### src/rtl/rect_fill_pkg.sv
// Shared types and default widths for the rectangle fill engine.
package rect_fill_pkg;

    localparam int X_W_DEF     = 10;
    localparam int Y_W_DEF     = 9;
    localparam int COLOR_W_DEF = 1;

    typedef enum logic [1:0] {
        IDLE = 2'd0,
        FILL = 2'd1,
        DONE = 2'd2
    } state_t;

endpackage

### src/rtl/rect_scan_ctr.sv
// Column-major x/y scanner: latches sorted bounds on load, steps y then x,
// and flags the final pixel so the counters never wrap.
module rect_scan_ctr #(
    parameter int X_W = 10,
    parameter int Y_W = 9
) (
    input  logic           clk,
    input  logic           reset_n,
    input  logic           load,
    input  logic           advance,
    input  logic [X_W-1:0] x0,
    input  logic [X_W-1:0] x1,
    input  logic [Y_W-1:0] y0,
    input  logic [Y_W-1:0] y1,
    output logic [X_W-1:0] x,
    output logic [Y_W-1:0] y,
    output logic           last
);

    logic [X_W-1:0] x_r;
    logic [X_W-1:0] xmax_r;
    logic [Y_W-1:0] y_r;
    logic [Y_W-1:0] ymin_r;
    logic [Y_W-1:0] ymax_r;
    logic [X_W-1:0] xmin_s;
    logic [X_W-1:0] xmax_s;
    logic [Y_W-1:0] ymin_s;
    logic [Y_W-1:0] ymax_s;
    logic           last_s;

    assign xmin_s = (x0 <= x1) ? x0 : x1;
    assign xmax_s = (x0 <= x1) ? x1 : x0;
    assign ymin_s = (y0 <= y1) ? y0 : y1;
    assign ymax_s = (y0 <= y1) ? y1 : y0;
    assign last_s = (x_r == xmax_r) && (y_r == ymax_r);

    // Position and bound registers; advancing is suppressed on the last pixel.
    always_ff @(posedge clk or negedge reset_n) begin
        if (!reset_n) begin
            x_r    <= {X_W{1'b0}};
            xmax_r <= {X_W{1'b0}};
            y_r    <= {Y_W{1'b0}};
            ymin_r <= {Y_W{1'b0}};
            ymax_r <= {Y_W{1'b0}};
        end else if (load) begin
            x_r    <= xmin_s;
            xmax_r <= xmax_s;
            y_r    <= ymin_s;
            ymin_r <= ymin_s;
            ymax_r <= ymax_s;
        end else if (advance && !last_s) begin
            if (y_r == ymax_r) begin
                y_r <= ymin_r;
                x_r <= x_r + X_W'(1);
            end else begin
                y_r <= y_r + Y_W'(1);
            end
        end else begin
            x_r <= x_r;
            y_r <= y_r;
        end
    end

    assign x    = x_r;
    assign y    = y_r;
    assign last = last_s;

endmodule

### src/rtl/rect_fill.sv
// Rectangle fill engine: streams every pixel of a rectangle with valid/ready.
// Optional abort input is enabled by defining RECT_FILL_ABORT_EN.
module rect_fill
    import rect_fill_pkg::*;
#(
    parameter int X_W     = X_W_DEF,
    parameter int Y_W     = Y_W_DEF,
    parameter int COLOR_W = COLOR_W_DEF
) (
    input  logic               clk,
    input  logic               reset_n,
    input  logic               start,
    input  logic [X_W-1:0]     x0,
    input  logic [X_W-1:0]     x1,
    input  logic [Y_W-1:0]     y0,
    input  logic [Y_W-1:0]     y1,
    input  logic [COLOR_W-1:0] fill_color,
    input  logic               pix_ready,
    output logic               pix_valid,
    output logic [X_W-1:0]     x,
    output logic [Y_W-1:0]     y,
    output logic [COLOR_W-1:0] color,
    output logic               busy,
    output logic               done
`ifdef RECT_FILL_ABORT_EN
    ,
    input  logic               abort
`endif
);

    state_t             state_r;
    state_t             state_next_s;
    logic               load_s;
    logic               adv_s;
    logic               last_s;
    logic               abort_s;
    logic               pix_valid_r;
    logic               busy_r;
    logic               done_r;
    logic [COLOR_W-1:0] color_r;

`ifdef RECT_FILL_ABORT_EN
    assign abort_s = abort;
`else
    assign abort_s = 1'b0;
`endif

    rect_scan_ctr #(
        .X_W (X_W),
        .Y_W (Y_W)
    ) u_scan (
        .clk     (clk),
        .reset_n (reset_n),
        .load    (load_s),
        .advance (adv_s),
        .x0      (x0),
        .x1      (x1),
        .y0      (y0),
        .y1      (y1),
        .x       (x),
        .y       (y),
        .last    (last_s)
    );

    // Next-state decode; start and abort are only looked at in their own states.
    always_comb begin
        state_next_s = state_r;
        load_s       = 1'b0;
        adv_s        = 1'b0;
        case (state_r)
            IDLE: begin
                if (start) begin
                    state_next_s = FILL;
                    load_s       = 1'b1;
                end else begin
                    state_next_s = IDLE;
                end
            end
            FILL: begin
                if (abort_s) begin
                    state_next_s = DONE;
                end else if (pix_ready) begin
                    if (last_s) begin
                        state_next_s = DONE;
                    end else begin
                        state_next_s = FILL;
                        adv_s        = 1'b1;
                    end
                end else begin
                    state_next_s = FILL;
                end
            end
            DONE: begin
                state_next_s = IDLE;
            end
            default: begin
                state_next_s = IDLE;
            end
        endcase
    end

    // State and output registers, decoded from the upcoming state.
    always_ff @(posedge clk or negedge reset_n) begin
        if (!reset_n) begin
            state_r     <= IDLE;
            pix_valid_r <= 1'b0;
            busy_r      <= 1'b0;
            done_r      <= 1'b0;
            color_r     <= {COLOR_W{1'b0}};
        end else begin
            state_r     <= state_next_s;
            pix_valid_r <= (state_next_s == FILL);
            busy_r      <= (state_next_s == FILL);
            done_r      <= (state_next_s == DONE);
            color_r     <= load_s ? fill_color : color_r;
        end
    end

    assign pix_valid = pix_valid_r;
    assign busy      = busy_r;
    assign done      = done_r;
    assign color     = color_r;

endmodule

### config.mk
export PLATFORM = sky130hd
export DESIGN_NAME = rect_fill
export DESIGN_NICKNAME = d
export VERILOG_FILES = /design/src/rtl/rect_fill_pkg.sv /design/src/rtl/rect_scan_ctr.sv /design/src/rtl/rect_fill.sv
export SDC_FILE = /design/constraint.sdc
export NUM_CORES = 1
export LEC_CHECK = 0
export CAP_MARGIN = 40
export CORE_ASPECT_RATIO = 1.75
export CORE_MARGIN = 1.5
export CORE_UTILIZATION = 30
export CTS_BUF_LIST = sky130_fd_sc_hd__clkbuf_16
export DETAILED_ROUTE_END_ITERATION = 8
export MAX_ROUTING_LAYER = met4
export SLEW_MARGIN = 20
export SYNTH_ARGS = -nofsm -noshare
export SYNTH_HDL_FRONTEND = slang
export SYNTH_HIERARCHICAL = 1
export SYNTH_SLANG_ARGS = --single-unit
### constraint.sdc
create_clock -name clk -period 4.7 [get_ports clk]
set_input_delay 0.705 -clock clk [delete_from_list [all_inputs] [get_ports clk]]
set_output_delay 0.705 -clock clk [all_outputs]
set_load 0.1 [all_outputs]
-- Yosys cells after proc, flatten, opt, wreduce, memory -nomap -nowiden
Cells that the tools add are included.
- register bits: 52
- logic and storage cells: 44
- input port bits: 43
- output and inout bits: 23
- $add $sub $neg: 2
- order comparisons: 2
- eq/ne operators: 5
- reduce and logical (&&, ||, !) cells: 7
- mux-type cells: 19
- operator list (operator ; count):
    2-to-1 mux 10 bit ; 5
    2-to-1 mux 9 bit ; 5
    adder 10 x 1 -> 10 bit, second input constant ; 1
    == test 10 bit ; 1
    <= comparator 10 bit ; 1
    adder 9 x 1 -> 9 bit, second input constant ; 1
    == test 9 bit ; 1
    <= comparator 9 bit ; 1
    2-to-1 mux 1 bit ; 6
    == test 2 x 1 -> 1 bit, second input constant ; 2
    2-to-1 mux 2 bit ; 2
    one-hot mux 2 bit (2 select lines) ; 1
    nonzero test 2 bit ; 2
    == test 2 bit, second input constant ; 1
    logical AND 1 bit ; 2
    logical NOT 2 bit ; 1
    AND reduction 2 bit ; 1
    logical NOT 1 bit ; 1

-- Longest topological paths before layout
Gate-level depths: netlist of the first run.
- word-level depth: 8
- mapped depth: 11
- mapped depth without buffers: 10

-- By module
The synthesis of the first run kept the hierarchy.
- modules (own cells, without submodules) (module ; cells an instance ; sequential area each (um^2) ; times used ; area each (um^2)):
    rect_scan_ctr ; 360 ; 1176.1 ; 1 ; 3367.0
    rect_fill ; 15 ; 125.1 ; 1 ; 201.4

-- Worst setup path before layout of the first run
Ideal clock, no wire load.
- kind: reg2reg
- start: register u_scan.y_r[8], in the netlist u_scan/y[8]
- end: register u_scan.x_r[5], in the netlist u_scan/x[5]
- period minus slack after synthesis: 2.907 ns
- path buffers: 1
- library setup time: 0.144 ns
- data arrival time: 2.763 ns
- setup slack: 1.793 ns
- required time: 4.556 ns
- cell stages (with the launch flop): 11
- cell sequence: dfrtp_1 > xor2_1 > nor4_4 > nand3_2 > nor2_1 > nor3_1 > buf_2 > and4_1 > nand4_1 > xor2_1 > mux2i_1
- longest elaborated chain between the ends: 8
- elaborated cells between the ends (all ways): 10
- classes of those cells: eq/ne: 1; mux: 3; reduce/logical: 6
- RTL lines (element ; RTL line ; source):
    start, declared ; rect_scan_ctr.sv:22 ; logic [Y_W-1:0] y_r;
    start signal, assigned ; rect_scan_ctr.sv:42 ; y_r <= {Y_W{1'b0}};
    start signal, assigned ; rect_scan_ctr.sv:48 ; y_r <= ymin_s;
    start signal, assigned ; rect_scan_ctr.sv:53 ; y_r <= ymin_r;
    == test 9 bit ; rect_scan_ctr.sv:35 ; assign last_s = (x_r == xmax_r) && (y_r == ymax_r);
    logical AND 1 bit ; rect_scan_ctr.sv:35 ;
    via last_s ; rect_fill.sv:35 ; logic last_s;
    2-to-1 mux 1 bit ; rect_fill.sv:83 ; if (last_s) begin
    2-to-1 mux 1 bit ; rect_fill.sv:82 ; end else if (pix_ready) begin
    2-to-1 mux 1 bit ; rect_fill.sv:70 ; case (state_r)
    via adv_s ; rect_fill.sv:34 ; logic adv_s;
    logical AND 1 bit ; rect_scan_ctr.sv:51 ; end else if (advance && !last_s) begin
    nonzero test 2 bit (no source line) ; - ;
    AND reduction 2 bit (no source line) ; - ;
    end signal, assigned ; rect_scan_ctr.sv:46 ; x_r <= xmin_s;
    end signal, assigned ; rect_scan_ctr.sv:54 ; x_r <= x_r + X_W'(1);
    end signal, assigned ; rect_scan_ctr.sv:59 ; x_r <= x_r;
    end, declared ; rect_scan_ctr.sv:20 ; logic [X_W-1:0] x_r;
The timed path passes the listed nets, and every way through them passes these cells.
A chain may end at the register's enable or synchronous reset.

-- Final worst setup path of the first run
- start: input x1[7]
- end: register u_scan.x_r[7], in the netlist u_scan/x[7]
- longest elaborated chain between the ends: 3
- RTL lines (element ; RTL line ; source):
    start, declared ; rect_fill.sv:14 ; input logic [X_W-1:0] x1,
    <= comparator 10 bit ; rect_scan_ctr.sv:31 ; assign xmin_s = (x0 <= x1) ? x0 : x1;
    2-to-1 mux 10 bit * ; rect_scan_ctr.sv:31 ;
    2-to-1 mux 10 bit * ; rect_scan_ctr.sv:45 ; end else if (load) begin
    end signal, assigned ; rect_scan_ctr.sv:40 ; x_r <= {X_W{1'b0}};
    end signal, assigned ; rect_scan_ctr.sv:46 ;
    end signal, assigned ; rect_scan_ctr.sv:54 ;
Every way passes the cells marked *; elsewhere a longest branch is shown, timed or not.

==> results.py, run 1 <==
metrics = {
    "status": {
        "status": "finished with violations",
        "violations": "DRC",
    },
    "worst_hold_path": {
        "hold_path_class": "flip-flop to flip-flop",
        "hold_depth": 1,
    },
    "sta": {
        "timing.final.crit_share": 0.7048,
        "tns_ps": 0,
        "max_slew_margin": 0.4592,
        "worst_pin_slew_ps": 811.2,
        "rsz0062_at_grt": "no",
        "clock-skew-final_ps": 5.172,
        "finalHoldViolCount": 0,
        "fin_hold_ws_ps": 484.7,
        "setup_viol": 0,
        "fmax_ghz": 0.3019,
        "finalMaxSlewViolations": 0,
        "post-route-min-period_ps": 3313,
    },
    "die": {
        "die-area_um2": 12580,
        "core_um2": 11580,
        "rows": 52,
        "initial_utilization": 0.3081,
        "die_h_um": 147.3,
        "die_w_um": 85.45,
        "pin_count": 66,
    },
    "synth": {
        "yosysSeqAreaShare": 0.3647,
        "synth_top_family_by_area": "simple AND/OR/NAND/NOR gates",
        "yosysUniqueCellTypes": 47,
        "synth-adder-area-share": 0.07363,
        "synth_flop_cell": "dfrtp_1",
        "ys_seq_elements": 52,
        "synth_warnings": 6,
        "synthSimpleGateAreaFrac": 0.1644,
        "yosys.area.top_type_share": 0.3647,
        "yosysTopAreaCell": "dfrtp_1",
        "synth-xor-area-share": 0.08555,
        "synth_nets": 439,
        "synth_compound_area_frac": 0.1126,
        "async_flop_share": 1.000,
        "synthMuxAreaShare": 0.1385,
        "syn_avg_cell_area_um2": 9.516,
        "synth_cells": 375,
        "synth_edf_count": 0,
        "synthTopCellsByArea": "dfrtp_1 36%, mux2i_1 13%, ha_1 7.4%",
        "netlist_area_um2": 3568,
    },
    "critical_path": {
        "slowest_stage": "a32oi_2",
        "end_kind": "flip-flop",
        "cpMostUsedCell": "mux2i_1",
        "path_max_fanout": 12,
        "r2r_setup_slack_ps": 1540,
        "critical_path.max_stage_delay_ps": 680,
        "crit_type": "input port to flip-flop",
        "reg2reg_depth": 11,
        "critPathRequiredTime_ps": 4870,
        "reg2reg_from": "u_scan/x[2]$_DFFE_PN0P_",
        "path_buf_inv": 3,
        "crit_chain": "clkdlybuf4s50_1 -> inv_1 -> ha_1 -> nand4_1 -> nor3_1 -> a221oi_1 -> a32oi_2 -> buf_4 -> mux2i_1 -> mux2i_1",
        "cp-start-kind": "input port",
        "critical_path.top_delay_family": "buffers and inverters",
        "startpoint": "x1[7]",
        "endpoint": "u_scan/x[7]$_DFFE_PN0P_",
        "r2r-end": "u_scan/y[6]$_DFFE_PN0P_",
        "cp.depth": 10,
        "arrival_ps": 3480,
    },
    "finish": {
        "drive_gt1_frac": 0.1072,
        "final_util": 0.4211,
        "nFillCells": 1154,
        "fin_cells": 592,
        "multi_input_area_um2": 2071,
        "area_growth_pct": 36.68,
        "register_area_um2": 1301,
        "nets": 521,
        "diodes": 0,
    },
    "route": {
        "wl_mm": 9.153,
        "wl_met2_mm": 5.147,
        "met3_length_um": 260,
        "wire_per_inst_um": 15.46,
        "num_vias": 3070,
        "met1_length_mm": 3.434,
        "drt-initial-drc-count": 175,
        "drc": 2,
        "highest-signal-layer": "met4",
        "firstDrtPassIters": 8,
        "ant_nets": 0,
        "vias_per_cell": 5.186,
    },
    "cts": {
        "postCtsSetupBuffers": 0,
        "clk_path_buf_depth": 2,
        "clock_latency_ps": 290,
        "htreeDepth": 2,
        "clock_sinks": 52,
        "post_cts_resized": 0,
        "ctsHoldBuffers": 0,
        "cts_buffers": 5,
        "cts_tree": "yes",
        "root_buffer": "clkbuf_16",
        "clkTransAtPathRegs_ps": 60,
    },
    "pwr": {
        "vdd.ir_drop.worst_uv": 183.6,
        "power.share.switching": 0.4435,
        "clockPowerShare": 0.162,
        "seqPwrFrac": 0.305,
        "powerDensity_nw_per_um2": 440.9,
        "switching_power_uw": 953.6,
        "internal_power_uw": 1197,
        "comb_power_share": 0.533,
        "leakage_uw": 0.002149,
    },
    "global_route": {
        "overflow": 0,
        "grt_antenna_before_repair": 0,
        "grt_util_all_layers": 0.1527,
        "grt_pass1_vias": 3110,
        "grt_pass1_wl_mm": 14.71,
        "grt_max_degree": 53,
    },
    "placed_design": {
        "gp_congestion": 0.7847,
        "port_buffers": 65,
        "dpl.cell_count": 585,
        "hpwl_mm": 7.067,
    },
    "flow_run": {
        "maxCapViolations": 0,
    },
}
-- routing by layer --
layer,up-vias,GRT usage
met1,1487,0.1552
met2,79,0.2831
li1,1487,-
met5,-,-
met3,17,0.02360
met4,0,0.06532
-- logic make-up (layout without fill, tap and decap cells) --
group | count (synthesis) | after routing
buffers and inverters | 50 | 132
and+or+nand+nor | 106 | 106
muxes | 49 | 49
DFF | 52 | 52
adders and majority gates | 21 | 21
xor gates and xnor gates | 34 | 34
AOI/OAI and AO/OA | 63 | 63
-- flip-flops by register name (all words and copies together) (netlist names) --
| register | cells |
|---|---|
| state_r | 2 |
| done | 1 |
| u_scan/y | 9 |
| color | 1 |
| u_scan/ymin_r | 9 |
| busy | 1 |
| u_scan/ymax_r | 9 |
| u_scan/xmax_r | 10 |
| u_scan/x | 10 |
-- synthesized netlist by cell type, drive strengths merged (5+ instances only) --
library cell	instances
a21oi	32
a221oi	8
buf	11
clkbuf	8
dfrtp	52
ha	21
inv	31
mux2i	46
nand2	15
nand2b	5
nand3	16
nand4	8
nor2	36
nor4	5
xnor2	11
xor2	23
-- cell type report --
class | count | area share
Clock inverter | 2 | 0.001796
Timing Repair Buffer | 94 | 0.2227
Inverter | 31 | 0.02386
Multi-Input combinational cell | 273 | 0.4246
Sequential cell | 52 | 0.2668
Clock buffer | 5 | 0.02565
Tap cell | 135 | 0.03463
-- placed cells by master, fill, tap and decap left out, types with 4 or more instances in the layout --
cell / instances
clkdlybuf4s50_1: 64
dfrtp_1: 52
mux2i_1: 46
nor2_1: 36
inv_1: 32
a21oi_1: 32
xor2_1: 22
ha_1: 21
buf_8: 19
nand2_1: 15
nand3_1: 15
xnor2_1: 11
a221oi_1: 8
nand4_1: 7
buf_4: 6
clkbuf_16: 5
nand2b_1: 5
nor4_1: 4
o21ai_0: 4
a21o_1: 4
and3_1: 4
o31ai_1: 4
buf_16: 4
-- per-stage QoR --
step           power [uW]  worst slack, ps  instance area [um2]
3_5_place_dp         1815             1071                 4743
2_1_floorplan        1355             1793                 3568
3_3_place_gp         1603             1137                 4348
5_1_grt              2261             1132                 4877
4_1_cts              2173             1384                 4877
6_report             2150             1387                 4877
-- how the worst min path moves through the flow --
| stage | from | slack [ps] | endpoint |
|---|---|---|---|
| floorplan | reset_n | 410 | busy$_DFF_PN0_ |
| global placement | color$_DFFE_PN0P_ | 470 | color$_DFFE_PN0P_ |
| detailed placement | color$_DFFE_PN0P_ | 480 | color$_DFFE_PN0P_ |
| CTS | color$_DFFE_PN0P_ | 490 | color$_DFFE_PN0P_ |
| global route | color$_DFFE_PN0P_ | 510 | color$_DFFE_PN0P_ |
| finish | color$_DFFE_PN0P_ | 480 | color$_DFFE_PN0P_ |
-- power by group through the flow --
stage | Clock [uW] | Combinational, uW | Sequential (uW)
final | 349 | 1150 | 655
after global routing | 378 | 1210 | 671
after CTS | 362 | 1150 | 659
after detailed placement | 0 | 1150 | 667
after global placement | 0 | 937 | 666
after floorplan | 0 | 354 | 1000
Note: power is estimated with default switching activity, not from simulation.
==> run 2: changes to the inputs <==
==> constraint.sdc (replaced) <==
create_clock -name clk -period 3.1 [get_ports clk]
set_input_delay 0.465 -clock clk [delete_from_list [all_inputs] [get_ports clk]]
set_output_delay 0.465 -clock clk [all_outputs]
set_load 0.1 [all_outputs]
==> run 2 against run 1 <==
The run still ends with DRC left. Utilization is 2.5 points lower. Via count fell by 4.0%. Critical path depth unchanged. Register-to-register slack lost 890 ps. Cell area shrank 6.0%. Largest power group unchanged. Sequential cell count stayed put. Non-clock buffer count down 9. Clock-buffer cell count stayed put. Sequential power up 44%. Critical endpoint is now u_scan/y[8]$_DFFE_PN0P_.
==> results.py, run 2 (synthesis results as in run 1) <==
metrics = {
    "flow_run": {
        "maxCapViolations": 0,
    },
    "pwr": {
        "p_total_uw": 3060,
        "power.share.switching": 0.4690,
        "powerDensity_nw_per_um2": 667.8,
        "vdd.ir_drop.worst_uv": 264.5,
        "seqPwrFrac": 0.309,
        "switching_power_uw": 1435,
        "comb_power_share": 0.505,
        "clockPowerShare": 0.186,
        "internal_power_uw": 1625,
        "leakage_uw": 0.002055,
    },
    "global_route": {
        "grt_util_all_layers": 0.1488,
        "overflow": 0,
        "grt_antenna_before_repair": 0,
        "grt_pass1_vias": 2958,
        "grt_pass1_wl_mm": 14.46,
        "grt_max_degree": 84,
    },
    "sta": {
        "worst_pin_slew_ps": 615.7,
        "max_slew_margin": 0.5896,
        "timing.final.crit_share": 0.8487,
        "setup_viol": 0,
        "finalHoldViolCount": 0,
        "clock-skew-final_ps": 7.148,
        "fmax_ghz": 0.3801,
        "post-route-min-period_ps": 2631,
        "finalMaxSlewViolations": 0,
        "tns_ps": 0,
        "rsz0062_at_grt": "no",
    },
    "route": {
        "num_vias": 2946,
        "drc": 3,
        "drt-initial-drc-count": 156,
        "vias_per_cell": 5.045,
        "wl_mm": 8.826,
        "ant_nets": 0,
        "wire_per_inst_um": 15.11,
        "firstDrtPassIters": 6,
    },
    "finish": {
        "final_cell_mix": "52 x dfrtp_1, 46 x mux2i_1, 41 x clkdlybuf4s50_1, 39 x buf_4, 36 x nor2_1",
        "nets": 512,
        "final_area_um2": 4583,
        "drive_gt1_frac": 0.1448,
        "layout_commonest_cell": "dfrtp_1",
        "area_growth_pct": 28.44,
        "diodes": 0,
    },
    "cts": {
        "clkTransAtPathRegs_ps": 70,
        "clk_path_buf_depth": 2,
        "cts_tree": "yes",
        "ctsHoldBuffers": 0,
        "postCtsSetupBuffers": 0,
        "clock_sinks": 52,
        "htreeDepth": 2,
        "root_buffer": "clkbuf_16",
        "cts_buffers": 5,
        "post_cts_resized": 0,
        "clock_latency_ps": 290,
    },
    "die": {
        "rows": 52,
        "core_um2": 11580,
        "die_w_um": 85.45,
        "die-area_um2": 12580,
        "pin_count": 66,
        "die_h_um": 147.3,
        "initial_utilization": 0.3081,
    },
    "critical_path": {
        "crit_type": "input port to flip-flop",
        "cp-start-kind": "input port",
        "path_max_fanout": 15,
        "end_kind": "flip-flop",
        "critPathRequiredTime_ps": 3250,
        "arrival_ps": 2780,
    },
    "status": {
        "violations": "DRC",
        "status": "finished with violations",
    },
    "placed_design": {
        "port_buffers": 65,
        "hpwl_mm": 6.995,
        "place_area_um2": 4425,
        "gp_congestion": 0.8661,
    },
    "worst_hold_path": {
        "hold_path_class": "input port to async pin",
    },
}
==> run 2: cell count changes in the layout (fill, tap and decap cells not counted), sizes merged <==
cell | before | now
clkbuf | 5 | 6
clkdlybuf4s50 | 64 | 41
clkinvlp | 0 | 1
buf | 30 | 43
==> run 2: power groups by stage <==
stage	Combinational [uW]	Sequential (uW)	Clock, uW
finish	1540	946	570
CTS	1550	948	588
global placement	1530	958	0
global route	1640	967	608
detailed placement	1540	960	0
floorplan	537	1520	0
==> run 2: path summary, 6_finish.rpt <==
kind / from / slack (ps) / to / depth (start not counted)
max: y1[3] / 470 / u_scan/y[8]$_DFFE_PN0P_ / 10
min in group clk: u_scan/ymin_r[1]$_DFFE_PN0P_ / 500 / u_scan/ymin_r[1]$_DFFE_PN0P_ / 2
max in group asynchronous: reset_n / 2130 / u_scan/x[1]$_DFFE_PN0P_ / 2
min: reset_n / 170 / u_scan/ymax_r[7]$_DFFE_PN0P_ / 1
max reg2reg: u_scan/x[6]$_DFFE_PN0P_ / 650 / u_scan/y[6]$_DFFE_PN0P_ / 11
min reg2reg: u_scan/ymin_r[1]$_DFFE_PN0P_ / 500 / u_scan/ymin_r[1]$_DFFE_PN0P_ / 2
==> run 2: metal layers <==
metal / GRT usage / up-vias / part of all wire
met5: - / - / 0
met4: 0.04355 / 0 / 0.023
met3: 0.02191 / 12 / 0.033
met2: 0.2791 / 71 / 0.57
met1: 0.1577 / 1393 / 0.37
li1: - / 1470 / -
==> run 2: cell type report <==
| type | count | area, um2 |
|---|---|---|
| flip-flops and latches | 52 | 1301 |
| clock inverters | 3 | 27.53 |
| multi-input cells | 273 | 2071 |
| repair buffers | 85 | 773.2 |
| inverters | 31 | 116.4 |
| well taps | 135 | 168.9 |
| fillers | 1161 | 6998 |
| clock buffers | 5 | 125.1 |
==> run 2: worst max-delay path: stages <==
cell and delay [ps]:
clkdlybuf4s50_1 510, inv_1 60, ha_1 280, and3_1 190, o21ai_0 80, a31oi_1 210, a2bb2oi_2 260, buf_12 200
mux2i_1 380, a221oi_1 140
==> run 2: through the flow <==
stage               hold WS [ps]  setup slack [ps]  utilization  cells
floorplan                  169.4             193.1            -    375
global route               227.4             271.3       0.3957    584
detailed placement         482.3             129.8       0.3821    575
CTS                        193.2             405.8       0.3953    583
finish                     173.9             468.9       0.3957    584
global placement           475.4             152.5       0.3821    575
==> run 3: changes to the inputs <==
==> constraint.sdc (replaced) <==
create_clock -name clk -period 2.16 [get_ports clk]
set_input_delay 0.324 -clock clk [delete_from_list [all_inputs] [get_ports clk]]
set_output_delay 0.324 -clock clk [all_outputs]
set_load 0.1 [all_outputs]
==> run 3 against run 2 <==
The flow finishes with violations (DRC, hold timing). Critical path depth stayed put. Register-to-register slack worse by 630 ps. Utilization is 11 points higher. Setup slack worse by 450 ps. Sequential share of layout area shrank 5.3 points. Sequential power grew 46%. Final cell count rose by 14%. First-iteration DRC count up 9.6%. Combinational power increased by 77%. Cell area grew 28%. Non-clock buffer count up 84.
==> results.py, run 3 (synthesis results as in run 1) <==
metrics = {
    "global_route": {
        "grt_max_degree": 29,
        "grt_pass1_vias": 3691,
        "overflow": 0,
        "grtUsageMet2": 0.3417,
        "grt_use_met3": 0.01910,
        "gr-usage-met1": 0.1745,
        "grt_antenna_before_repair": 0,
        "gr-max-usage-layer": "met2",
        "grt_util_all_layers": 0.1779,
        "grt_pass1_wl_mm": 17.28,
    },
    "pwr": {
        "leakage_uw": 0.002688,
        "vdd.ir_drop.worst_uv": 538.0,
        "powerDensity_nw_per_um2": 833.6,
    },
    "finish": {
        "drive_gt1_frac": 0.4428,
        "nets": 596,
        "layout_commonest_cell": "buf_4",
        "nFillCells": 1064,
        "final_cell_mix": "116 x buf_4, 39 x mux2i_1, 34 x nor2_1, 33 x dfrtp_1, 31 x a21oi_1",
        "final_area_um2": 5867,
        "area_growth_pct": 64.41,
        "diodes": 0,
    },
    "die": {
        "die_w_um": 85.45,
        "die-area_um2": 12580,
        "rows": 52,
        "initial_utilization": 0.3081,
        "core_um2": 11580,
        "die_h_um": 147.3,
        "pin_count": 66,
    },
    "sta": {
        "rsz0062_at_grt": "yes",
        "timing.final.crit_share": 0.9916,
        "max_slew_margin": 0.6214,
        "worst_pin_slew_ps": 567.3,
        "finalHoldViolCount": 4,
        "finalMaxSlewViolations": 0,
        "fmax_ghz": 0.4669,
        "post-route-min-period_ps": 2142,
        "clock-skew-final_ps": 4.686,
        "setup_viol": 0,
        "fin_hold_ws_ps": -3.260,
    },
    "route": {
        "wire_per_inst_um": 16.11,
        "firstDrtPassIters": 6,
        "drc": 3,
        "num_vias": 3390,
        "vias_per_cell": 5.075,
        "drt-initial-drc-count": 171,
        "wl_mm": 10.76,
        "ant_nets": 0,
    },
    "cts": {
        "clock_sinks": 52,
        "root_buffer": "clkbuf_16",
        "clk_path_buf_depth": 2,
        "cts_tree": "yes",
        "cts_buffers": 5,
        "clock_latency_ps": 290,
        "clkTransAtPathRegs_ps": 70,
        "ctsHoldBuffers": 0,
        "htreeDepth": 2,
    },
    "flow_run": {
        "maxCapViolations": 0,
    },
    "status": {
        "status": "finished with violations",
        "violations": "DRC, hold timing",
    },
    "placed_design": {
        "gp_congestion": 0.8468,
        "hpwl_mm": 7.899,
        "port_buffers": 65,
        "place_area_um2": 5037,
    },
    "critical_path": {
        "crit_type": "flip-flop to flip-flop",
        "crit_chain": "xor2_2 -> nor4_4 -> buf_4 -> nand3_4 -> nor2_4 -> nor3_4 -> nand3_1 -> nor4b_2 -> xnor2_1 -> mux2i_1",
        "startpoint": "u_scan/y[6]$_DFFE_PN0P_",
        "reg2reg_from": "u_scan/y[6]$_DFFE_PN0P_",
        "r2r_setup_slack_ps": 20,
        "end_kind": "flip-flop",
        "critical_path.max_stage_delay_ps": 500,
        "critPathRequiredTime_ps": 2340,
        "path_max_fanout": 4,
        "r2r-end": "u_scan/x[6]$_DFFE_PN0P_",
        "slowest_stage": "dfrtp_4",
        "reg2reg_depth": 10,
        "arrival_ps": 2320,
        "cp-start-kind": "flip-flop",
    },
    "worst_hold_path": {
        "hold_path_class": "input port to async pin",
    },
}
-- run 3: changes by cell type in the layout (fill, tap and decap cells not counted), sizes merged --
| cell | before | now |
|---|---|---|
| bufbuf | 0 | 1 |
| buf | 43 | 126 |
| dlymetal6s2s | 0 | 15 |
| dlygate4sd2 | 0 | 13 |
| clkdlybuf4s15 | 0 | 5 |
| clkdlybuf4s50 | 41 | 8 |
-- run 3: final cells by class --
| cell class | count | area [um2] | area share |
|---|---|---|---|
| clock buffer | 5 | 125.1 | 0.02133 |
| inverter | 31 | 116.4 | 0.01983 |
| sequential | 52 | 1355 | 0.2310 |
| tap | 135 | 168.9 | 0.02879 |
| clock inverter | 3 | 15.01 | 0.002559 |
| multi-input combinational | 273 | 2581 | 0.4400 |
| timing repair buffer | 169 | 1505 | 0.2566 |
-- run 3: per-layer routing --
layer / share of wire / up-vias
li1: - / 1633
met1: 0.35 / 1658
met2: 0.59 / 76
met3: 0.025 / 23
met4: 0.034 / 0
met5: 0 / -
-- run 3: repair_timing --
| item | CTS | global route |
|---|---|---|
| pin swaps | 18 | 31 |
| resized for setup | 57 | 70 |
| gates cloned | 3 | 1 |
| setup buffers | 11 | 3 |
| setup endpoints to repair | 45 | 45 |
-- run 3: critical path: cells and delay by family, from the launching register on --
family | cells | cell delay (ps)
AND/OR/NAND/NOR | 6 | 930
XOR/XNOR | 2 | 350
buffers and inverters | 1 | 160
multiplexers | 1 | 90
flip-flops | 1 | 500
-- run 3: power by group --
part / switching, uW / leakage (uW) / internal (uW) / total, uW
clock: 358 / 0.0000687 / 422 / 780
sequential: 169 / 0.000584 / 1210 / 1380
combinational: 1700 / 0.00204 / 1020 / 2730
-- run 3: how the worst max path moves through the flow --
stage                              end  slack [ps]  cells after the start
2_1_floorplan  u_scan/x[5]$_DFFE_PN0P_        -260                     10
3_3_place_gp   u_scan/y[6]$_DFFE_PN0P_        -650                     10
3_5_place_dp   u_scan/y[6]$_DFFE_PN0P_        -700                     10
4_1_cts        u_scan/x[5]$_DFFE_PN0P_         -70                     11
5_1_grt        u_scan/x[5]$_DFFE_PN0P_        -120                     10
6_report       u_scan/x[6]$_DFFE_PN0P_          20                     10
-- run 3: through the flow --
step / power [uW] / setup TNS [ps] / utilization / instances / setup slack, ps
finish: 4891 / 0 / 0.5066 / 668 / 18.11
global route: 5123 / -592.4 / 0.5066 / 668 / -117.3
CTS: 4758 / -315.8 / 0.4739 / 665 / -66.69
detailed placement: 3823 / -21860 / 0.4350 / 644 / -698.1
global placement: 3786 / -20220 / 0.4350 / 644 / -652.0
floorplan: 3018 / -2308 / - / 375 / -264.1
